File: config.mk
export PLATFORM = sky130hd
export DESIGN_NAME = uart_tx_engine
export DESIGN_NICKNAME = d
export VERILOG_FILES = /design/src/rtl/uart_pkg.sv /design/src/rtl/uart_bit_timer.sv /design/src/rtl/uart_tx_engine.sv
export SDC_FILE = /design/constraint.sdc
export NUM_CORES = 1
export LEC_CHECK = 0
export ABC_CLOCK_PERIOD_IN_PS = 3070
export CELL_PAD_IN_SITES_DETAIL_PLACEMENT = 1
export CELL_PAD_IN_SITES_GLOBAL_PLACEMENT = 2
export CORE_AREA = 2 2 96 98
export DETAILED_ROUTE_END_ITERATION = 16
export DIE_AREA = 0 0 98 100
export PLACE_DENSITY_LB_ADDON = 0.12
export SYNTH_ARGS = -nofsm -noshare
export SYNTH_HDL_FRONTEND = slang
export SYNTH_HIERARCHICAL = 1
export SYNTH_SLANG_ARGS = --single-unit
File: constraint.sdc
create_clock -name clk -period 3.07 [get_ports clk]
set_input_delay 0.307 -clock clk [delete_from_list [all_inputs] [get_ports clk]]
set_output_delay 0.307 -clock clk [all_outputs]
set_load 0.02 [all_outputs]
File: src/rtl/uart_pkg.sv
// Shared definitions for the UART transmit path.
//   tx_state_e      : transmit FSM states
//   BAUD_W          : width of the bit-time counter / terminal count
//   DATA_MAX        : maximum number of data bits per character
//   baud_term()     : baud code -> terminal count N (bit time = N+1 clocks at 100 MHz)
//   data_parity()   : XOR of the 7 or 8 data bits that will be transmitted
package uart_pkg;

  localparam int BAUD_W   = 19;
  localparam int DATA_MAX = 8;

  typedef enum logic [2:0] {
    IDLE,
    START,
    DATA,
    PARITY,
    STOP
  } tx_state_e;

  function automatic logic [BAUD_W-1:0] baud_term(input logic [3:0] code);
    logic [BAUD_W-1:0] n;
    case (code)
      4'd0:    n = 19'd333332;
      4'd1:    n = 19'd166666;
      4'd2:    n = 19'd83332;
      4'd3:    n = 19'd41666;
      4'd4:    n = 19'd20832;
      4'd5:    n = 19'd10416;
      4'd6:    n = 19'd5207;
      4'd7:    n = 19'd2603;
      4'd8:    n = 19'd1735;
      4'd9:    n = 19'd867;
      4'd10:   n = 19'd433;
      4'd11:   n = 19'd216;
      4'd12:   n = 19'd108;
      default: n = 19'd867;  // unused codes fall back to the 9 (867) rate
    endcase
    return n;
  endfunction

  function automatic logic data_parity(input logic [7:0] d, input logic eight);
    return ^(eight ? d : {1'b0, d[6:0]});
  endfunction

endpackage

File: src/rtl/uart_bit_timer.sv
// Bit-time counter for the UART transmitter.
//   clk, reset : clock, asynchronous active-high reset
//   doit       : count enable; counter held at 0 while low
//   term       : terminal count N
//   btu        : high for the cycle in which count == N (one bit time = N+1 clocks)
module uart_bit_timer
  import uart_pkg::*;
(
  input  logic              clk,
  input  logic              reset,
  input  logic              doit,
  input  logic [BAUD_W-1:0] term,
  output logic              btu
);

  logic [BAUD_W-1:0] count_q, count_d;

  assign btu = doit && (count_q == term);

  always_comb begin
    count_d = count_q + BAUD_W'(1);
    if (!doit || btu) count_d = '0;
  end

  always_ff @(posedge clk or posedge reset) begin
    if (reset) count_q <= '0;
    else       count_q <= count_d;
  end

endmodule

File: src/rtl/uart_tx_engine.sv
// UART transmit engine: accepts a byte on load and sends start, 7/8 data bits
// (LSB first), optional parity and one stop bit on tx.
//   clk, reset       : 100 MHz clock, asynchronous active-high reset
//   load, out_port   : one-cycle transmit request and data byte
//   baud_sel         : baud code, sampled when a load is accepted
//   eight, pen, ohel : 8/7 data bits, parity enable, odd parity select
//   tx               : serial output, idle high
//   tx_rdy           : able to accept a load
//   tx_done          : one-cycle pulse after the stop bit completes
// Build option: define UART_TX_PARITY_EN to include the parity bit; without it
// pen and ohel are ignored and frames are start + data + stop.
//
// state  | meaning
// IDLE   | line high, waiting for load
// START  | sending start bit (0)
// DATA   | sending data bits LSB first
// PARITY | sending parity bit (parity build only)
// STOP   | sending stop bit (1); tx_done follows
module uart_tx_engine
  import uart_pkg::*;
(
  input  logic       clk,
  input  logic       reset,
  input  logic       load,
  input  logic [7:0] out_port,
  input  logic [3:0] baud_sel,
  input  logic       eight,
  input  logic       pen,
  input  logic       ohel,
  output logic       tx,
  output logic       tx_rdy,
  output logic       tx_done
);

  tx_state_e         state_q, state_d;
  logic [7:0]        shift_q, shift_d;
  logic [2:0]        bit_idx_q, bit_idx_d;
  logic              eight_q, eight_d;
  logic [BAUD_W-1:0] term_q, term_d;
  logic              tx_done_q, tx_done_d;
  logic              doit, btu, last_bit;

`ifdef UART_TX_PARITY_EN
  logic pen_q, pen_d;
  logic parity_q, parity_d;
`else
  logic unused_parity_cfg;
  assign unused_parity_cfg = pen ^ ohel;
`endif

  assign doit     = (state_q != IDLE);
  assign tx_rdy   = (state_q == IDLE);
  assign tx_done  = tx_done_q;
  assign last_bit = (bit_idx_q == (eight_q ? 3'(DATA_MAX - 1) : 3'(DATA_MAX - 2)));

  uart_bit_timer u_bit_timer (
    .clk   (clk),
    .reset (reset),
    .doit  (doit),
    .term  (term_q),
    .btu   (btu)
  );

  always_comb begin
    state_d   = state_q;
    shift_d   = shift_q;
    bit_idx_d = bit_idx_q;
    eight_d   = eight_q;
    term_d    = term_q;
    tx_done_d = 1'b0;
    tx        = 1'b1;
`ifdef UART_TX_PARITY_EN
    pen_d     = pen_q;
    parity_d  = parity_q;
`endif
    case (state_q)
      IDLE: begin
        if (load) begin
          state_d   = START;
          shift_d   = out_port;
          eight_d   = eight;
          term_d    = baud_term(baud_sel);
          bit_idx_d = '0;
`ifdef UART_TX_PARITY_EN
          pen_d     = pen;
          parity_d  = data_parity(out_port, eight) ^ ohel;
`endif
        end
      end
      START: begin
        tx = 1'b0;
        if (btu) state_d = DATA;
      end
      DATA: begin
        tx = shift_q[0];
        if (btu) begin
          shift_d = {1'b0, shift_q[7:1]};
          if (last_bit) begin
            bit_idx_d = '0;
`ifdef UART_TX_PARITY_EN
            state_d   = pen_q ? PARITY : STOP;
`else
            state_d   = STOP;
`endif
          end else begin
            bit_idx_d = bit_idx_q + 3'd1;
          end
        end
      end
`ifdef UART_TX_PARITY_EN
      PARITY: begin
        tx = parity_q;
        if (btu) state_d = STOP;
      end
`endif
      STOP: begin
        if (btu) begin
          state_d   = IDLE;
          tx_done_d = 1'b1;
        end
      end
      default: state_d = IDLE;
    endcase
  end

  always_ff @(posedge clk or posedge reset) begin
    if (reset) begin
      state_q   <= IDLE;
      shift_q   <= '0;
      bit_idx_q <= '0;
      eight_q   <= 1'b0;
      term_q    <= '0;
      tx_done_q <= 1'b0;
`ifdef UART_TX_PARITY_EN
      pen_q     <= 1'b0;
      parity_q  <= 1'b0;
`endif
    end else begin
      state_q   <= state_d;
      shift_q   <= shift_d;
      bit_idx_q <= bit_idx_d;
      eight_q   <= eight_d;
      term_q    <= term_d;
      tx_done_q <= tx_done_d;
`ifdef UART_TX_PARITY_EN
      pen_q     <= pen_d;
      parity_q  <= parity_d;
`endif
    end
  end

endmodule
==> results.txt <==
* Gpl congestion: 0.7977
- CTS tree: built
- For this run, the slowest stage of the critical path takes 0.44 ns.
- Number of enable-type register cells in the synthesized netlist: 0
* Critical path type: reg -> reg
- The tree built by TritonCTS fans out to 54 sinks.
- The number of setup buffers added after CTS is 0.
- Portion of total power attributed to sequential cells: 50.5%
* Number of H-tree levels: 2
- The number of antenna diodes in the final layout is 0.
- Final ANT Viol Nets: 0
- In the global route stage, met1 resource usage came out at 24.23%.
* Final Slew Violations: 0
- Counting the fill cells in the layout gives 1,018.
- In this run switching power makes up 36.90% of total power.
- The first global-routing pass estimated 13,740 um of wire.
- Initial antenna violation count: 0
- Clock Pin Slew Worst Setup and Hold Paths: 0.09 ns
- VDD sags by at most 0.2399 mV.
- The tree is rooted in a sky130_fd_sc_hd__clkbuf_8.
- STA puts the critical path data required time at 3.26 ns.
- The post-route netlist has 16.91% of its cells at a drive strength greater than 1.
- Static Leakage: 1.471 nW
- The number of hold-slack violations in the final timing report was 0.
* Effective utilization at floorplan: 37.69%
- Share of async-settable or async-resettable flops after synthesis: 100.0%
- The final route contains 2,499 vias.
- Vias/cell: 5.504
- The cell count after synthesis came out at 334.
* Number of primary I/O pins: 21
- Worst setup margin: 0.6794 ns
* CP max-delay cell: sky130_fd_sc_hd__dfrtp_1
- met2 is the most crowded layer.
* Core Region: 0.008890 mm2
- Timing analysis after detailed placement gives a worst setup slack of 0.6754 ns.
- Period utilization: 77.87%
- The min-delay analysis places its worst path in the category in -> async.
- The placed instances occupy a cell area of 0.003611 mm2.
- Synth Flop Type: sky130_fd_sc_hd__dfrtp_1
- Remaining design rule violation count: 0
* Total nets after synthesis: 360
* Utilization after layout: 41.48%
- The via count of the first global-routing pass was 2,612.
- After the last flow step, the layout net total stands at 369.
- The synthesized netlist occupies a cell area of 0.003351 mm2.
* Standard-cell row count: 35
- Buffers inserted to repair hold after CTS numbered 0.
* Portion of total power attributed to combinational logic: 32.2%
* Wire length per cell after detailed routing: 17.62 um
- Global routing consumed, on the met2 layer, 28.03% of the routing resources.
- Traced cell by cell, the critical path runs through xnor2_1 -> nand4_1 -> nor4_2 -> and3_1 -> nand2_1 -> a21boi_0 -> buf_4 -> mux2_2.
- Setup violations remaining at the end of the flow were counted as 0.
- The worst setup path is launched from a flip-flop.
- The pre-antenna-repair detailed-routing pass consisted of 4 iterations.
- The internal portion of the total power is 1.387 mW.
- Across every metal layer, demand over resource in global routing totals 17.35%.
- Dpl hpwl: 5687 um
* Largest clock skew in the final design: 0.006929 ns
- Proportion of power drawn by the clock network: 17.3%
- Synthesized area divided by synthesized cell count: 10.03 um2
- The die covers 0.009800 mm2.
* Number of gates given a new drive strength after cts: 0
- Total power density per cell area: 596.3 mW/mm2
- The area growth from synthesis to layout is 10.04%.
- The synthesized netlist contains 52 unique library cells.
- Max Fanout on Critical Path: 11
- Setup repair after global routing missed its margin: no
- The total overflow left after global routing is 0.
- The run finished with clean final reports.
- Slew margin rel.: 44.78%
- Met3 routing resource usage after global routing: 2.786%
- For the worst-skew pair, the clock arrives at the later sink with an insertion delay of 0.30 ns.
- The longest clock path from root to sink contains 2 buffers.
- Clock buffer count from CTS: 5
- Power dissipated by switching net loads: 0.8112 mW
- Post-route worst hold slack: 0.4823 ns
* Number of buffer cells added on primary ports: 18
- Measured along the x axis, the die boundary spans 98 um.
* Achievable frequency: 0.4183 GHz
- Finished Cell Area: 0.003687 mm2
- Arrival @ worst endpoint: 2.58 ns
- Sum Neg Setup Slack: 0 ns
- # Max-Cap Violations: 0
- #FFs+latches synth: 54
- Kind of end point of the critical path: flip-flop
* DRC marker count from the first detailed-route iteration: 79
- For this run, the register share of the synthesized area comes to 40.33%.
* Library cell with the largest summed area after synthesis: sky130_fd_sc_hd__dfrtp_1
- The Yosys step of the flow raised 6 warnings.
- Measured along the y axis, the die boundary spans 100 um.
- Subtracting the final worst setup slack from the clock period gives 2.391 ns.
- Largest net degree at the start of global routing: 26
- After synthesis, the largest area contributor takes up 40.33% of total cell area.
- Final WL: 7999 um
- At the pin with the least slew margin, the transition time is 0.8275 ns.
* Most area-consuming cells after synthesis: sky130_fd_sc_hd__dfrtp_1 40%, sky130_fd_sc_hd__xnor2_1 7.6%, sky130_fd_sc_hd__mux2_2 5.4%
==> power by group through the flow <==
stage          clock, mW  combinational, mW  sequential, mW
2_1_floorplan          0              0.568            1.03
5_1_grt            0.429              0.799            1.14
6_report           0.379              0.708            1.11
3_5_place_dp           0              0.717            1.13
4_1_cts            0.407              0.718            1.11
3_3_place_gp           0              0.698            1.12
==> placed cells by master (no fill, tap or decap), drive strengths merged, types with 3 or more instances in the layout <==
cell and count:
buf 11, dfrtp 54, nor2 13, nor2b 5
and3 3, inv 19, o41ai 3, clkdlybuf4s50 18
nand3 9, o2111ai 5, a31oi 4, nor4 5
xnor2 29, o211ai 3, xor2 5, nor3 5
o21ai 5, a211oi 15, nand4 9, mux2i 12
a21o 3, or2 4, o31ai 10, clkbuf 7
mux2 16, nor4b 3, a21oi 8, nand2 34
ha 8
==> critical path: cells and delay by family (launching register included) <==
family | cells | cell delay, ns
buffers and inverters | 1 | 0.22
muxes | 1 | 0.36
AOI/OAI and AO/OA | 1 | 0.18
and+or+nand+nor | 4 | 0.86
xor gates and xnor gates | 1 | 0.23
DFF | 1 | 0.44
==> metal layers <==
metal	part of all wire, %	routed length, um
met5	0	0
met4	1.6	125
met3	2.7	218
met2	47	3787
met1	48	3867
==> sequential cells by signal (all words and copies together) (netlist names) <==
name	count
u_bit_timer/count_q	19
tx_done	1
term_q	19
shift_q	8
eight_q	1
bit_idx_q	3
state_q	3
==> Yosys cell counts, types with 2 or more instances <==
master                      instances
sky130_fd_sc_hd__dfrtp_1           54
sky130_fd_sc_hd__nand2_1           34
sky130_fd_sc_hd__xnor2_1           29
sky130_fd_sc_hd__inv_1             19
sky130_fd_sc_hd__mux2_2            16
sky130_fd_sc_hd__buf_2             14
sky130_fd_sc_hd__nor2_1            13
sky130_fd_sc_hd__mux2i_1           12
sky130_fd_sc_hd__a211oi_1          11
sky130_fd_sc_hd__a21oi_1            8
sky130_fd_sc_hd__clkbuf_1           8
sky130_fd_sc_hd__ha_1               8
sky130_fd_sc_hd__nand4_1            8
sky130_fd_sc_hd__nand3_1            7
sky130_fd_sc_hd__o31ai_1            7
sky130_fd_sc_hd__nor2b_1            5
sky130_fd_sc_hd__nor3_1             5
sky130_fd_sc_hd__o2111ai_1          5
sky130_fd_sc_hd__o21ai_0            5
sky130_fd_sc_hd__xor2_1             5
sky130_fd_sc_hd__a211oi_2           4
sky130_fd_sc_hd__a31oi_1            4
sky130_fd_sc_hd__nor4_2             4
sky130_fd_sc_hd__or2_2              4
sky130_fd_sc_hd__a21o_1             3
sky130_fd_sc_hd__and3_1             3
sky130_fd_sc_hd__buf_6              3
sky130_fd_sc_hd__o211ai_1           3
sky130_fd_sc_hd__o31ai_2            3
sky130_fd_sc_hd__and4_1             2
sky130_fd_sc_hd__nand2b_1           2
sky130_fd_sc_hd__nand3_2            2
sky130_fd_sc_hd__nand3b_1           2
sky130_fd_sc_hd__nor3b_1            2
sky130_fd_sc_hd__o41ai_1            2
sky130_fd_sc_hd__or3_1              2
==> path summary, 6_finish.rpt <==
check,from,to,slack [ns],depth (start not counted)
setup / recovery,u_bit_timer/count_q[4],shift_q[2],0.68,8
max in group asynchronous,reset,term_q[13],1.92,3
hold / removal,reset,u_bit_timer/count_q[18],0.48,2
hold reg to reg,term_q[15],term_q[15],0.50,2
min in group clk,term_q[15],term_q[15],0.50,2
setup reg to reg,u_bit_timer/count_q[4],shift_q[2],0.68,8
==> layout make-up <==
| class | count | area (um2) | share of cell area [%] |
|---|---|---|---|
| clock buffers | 7 | 76.32 | 2.070 |
| well taps | 111 | 138.9 | 3.767 |
| inverters | 19 | 71.32 | 1.934 |
| flip-flops and latches | 54 | 1351 | 36.65 |
| repair buffers | 29 | 262.8 | 7.126 |
| multi-input cells | 234 | 1787 | 48.46 |
==> per-stage QoR <==
stage	std cells	total power, mW
finish	454	2.199
global route	454	2.364
CTS	454	2.236
detailed placement	447	1.843
global placement	447	1.819
floorplan	334	1.602
==> kinds of logic after synthesis <==
kind of cell             share of synthesized area [%]
XOR/XNOR                                         8.887
buffers and inverters                            6.684
AND/OR/NAND/NOR                                  17.92
adder cells (fa/ha/maj)                          2.987
AO/OA/AOI/OAI                                    14.23
multiplexers                                     8.962
flip-flops                                       40.33
(Power assumes the default switching activity.)
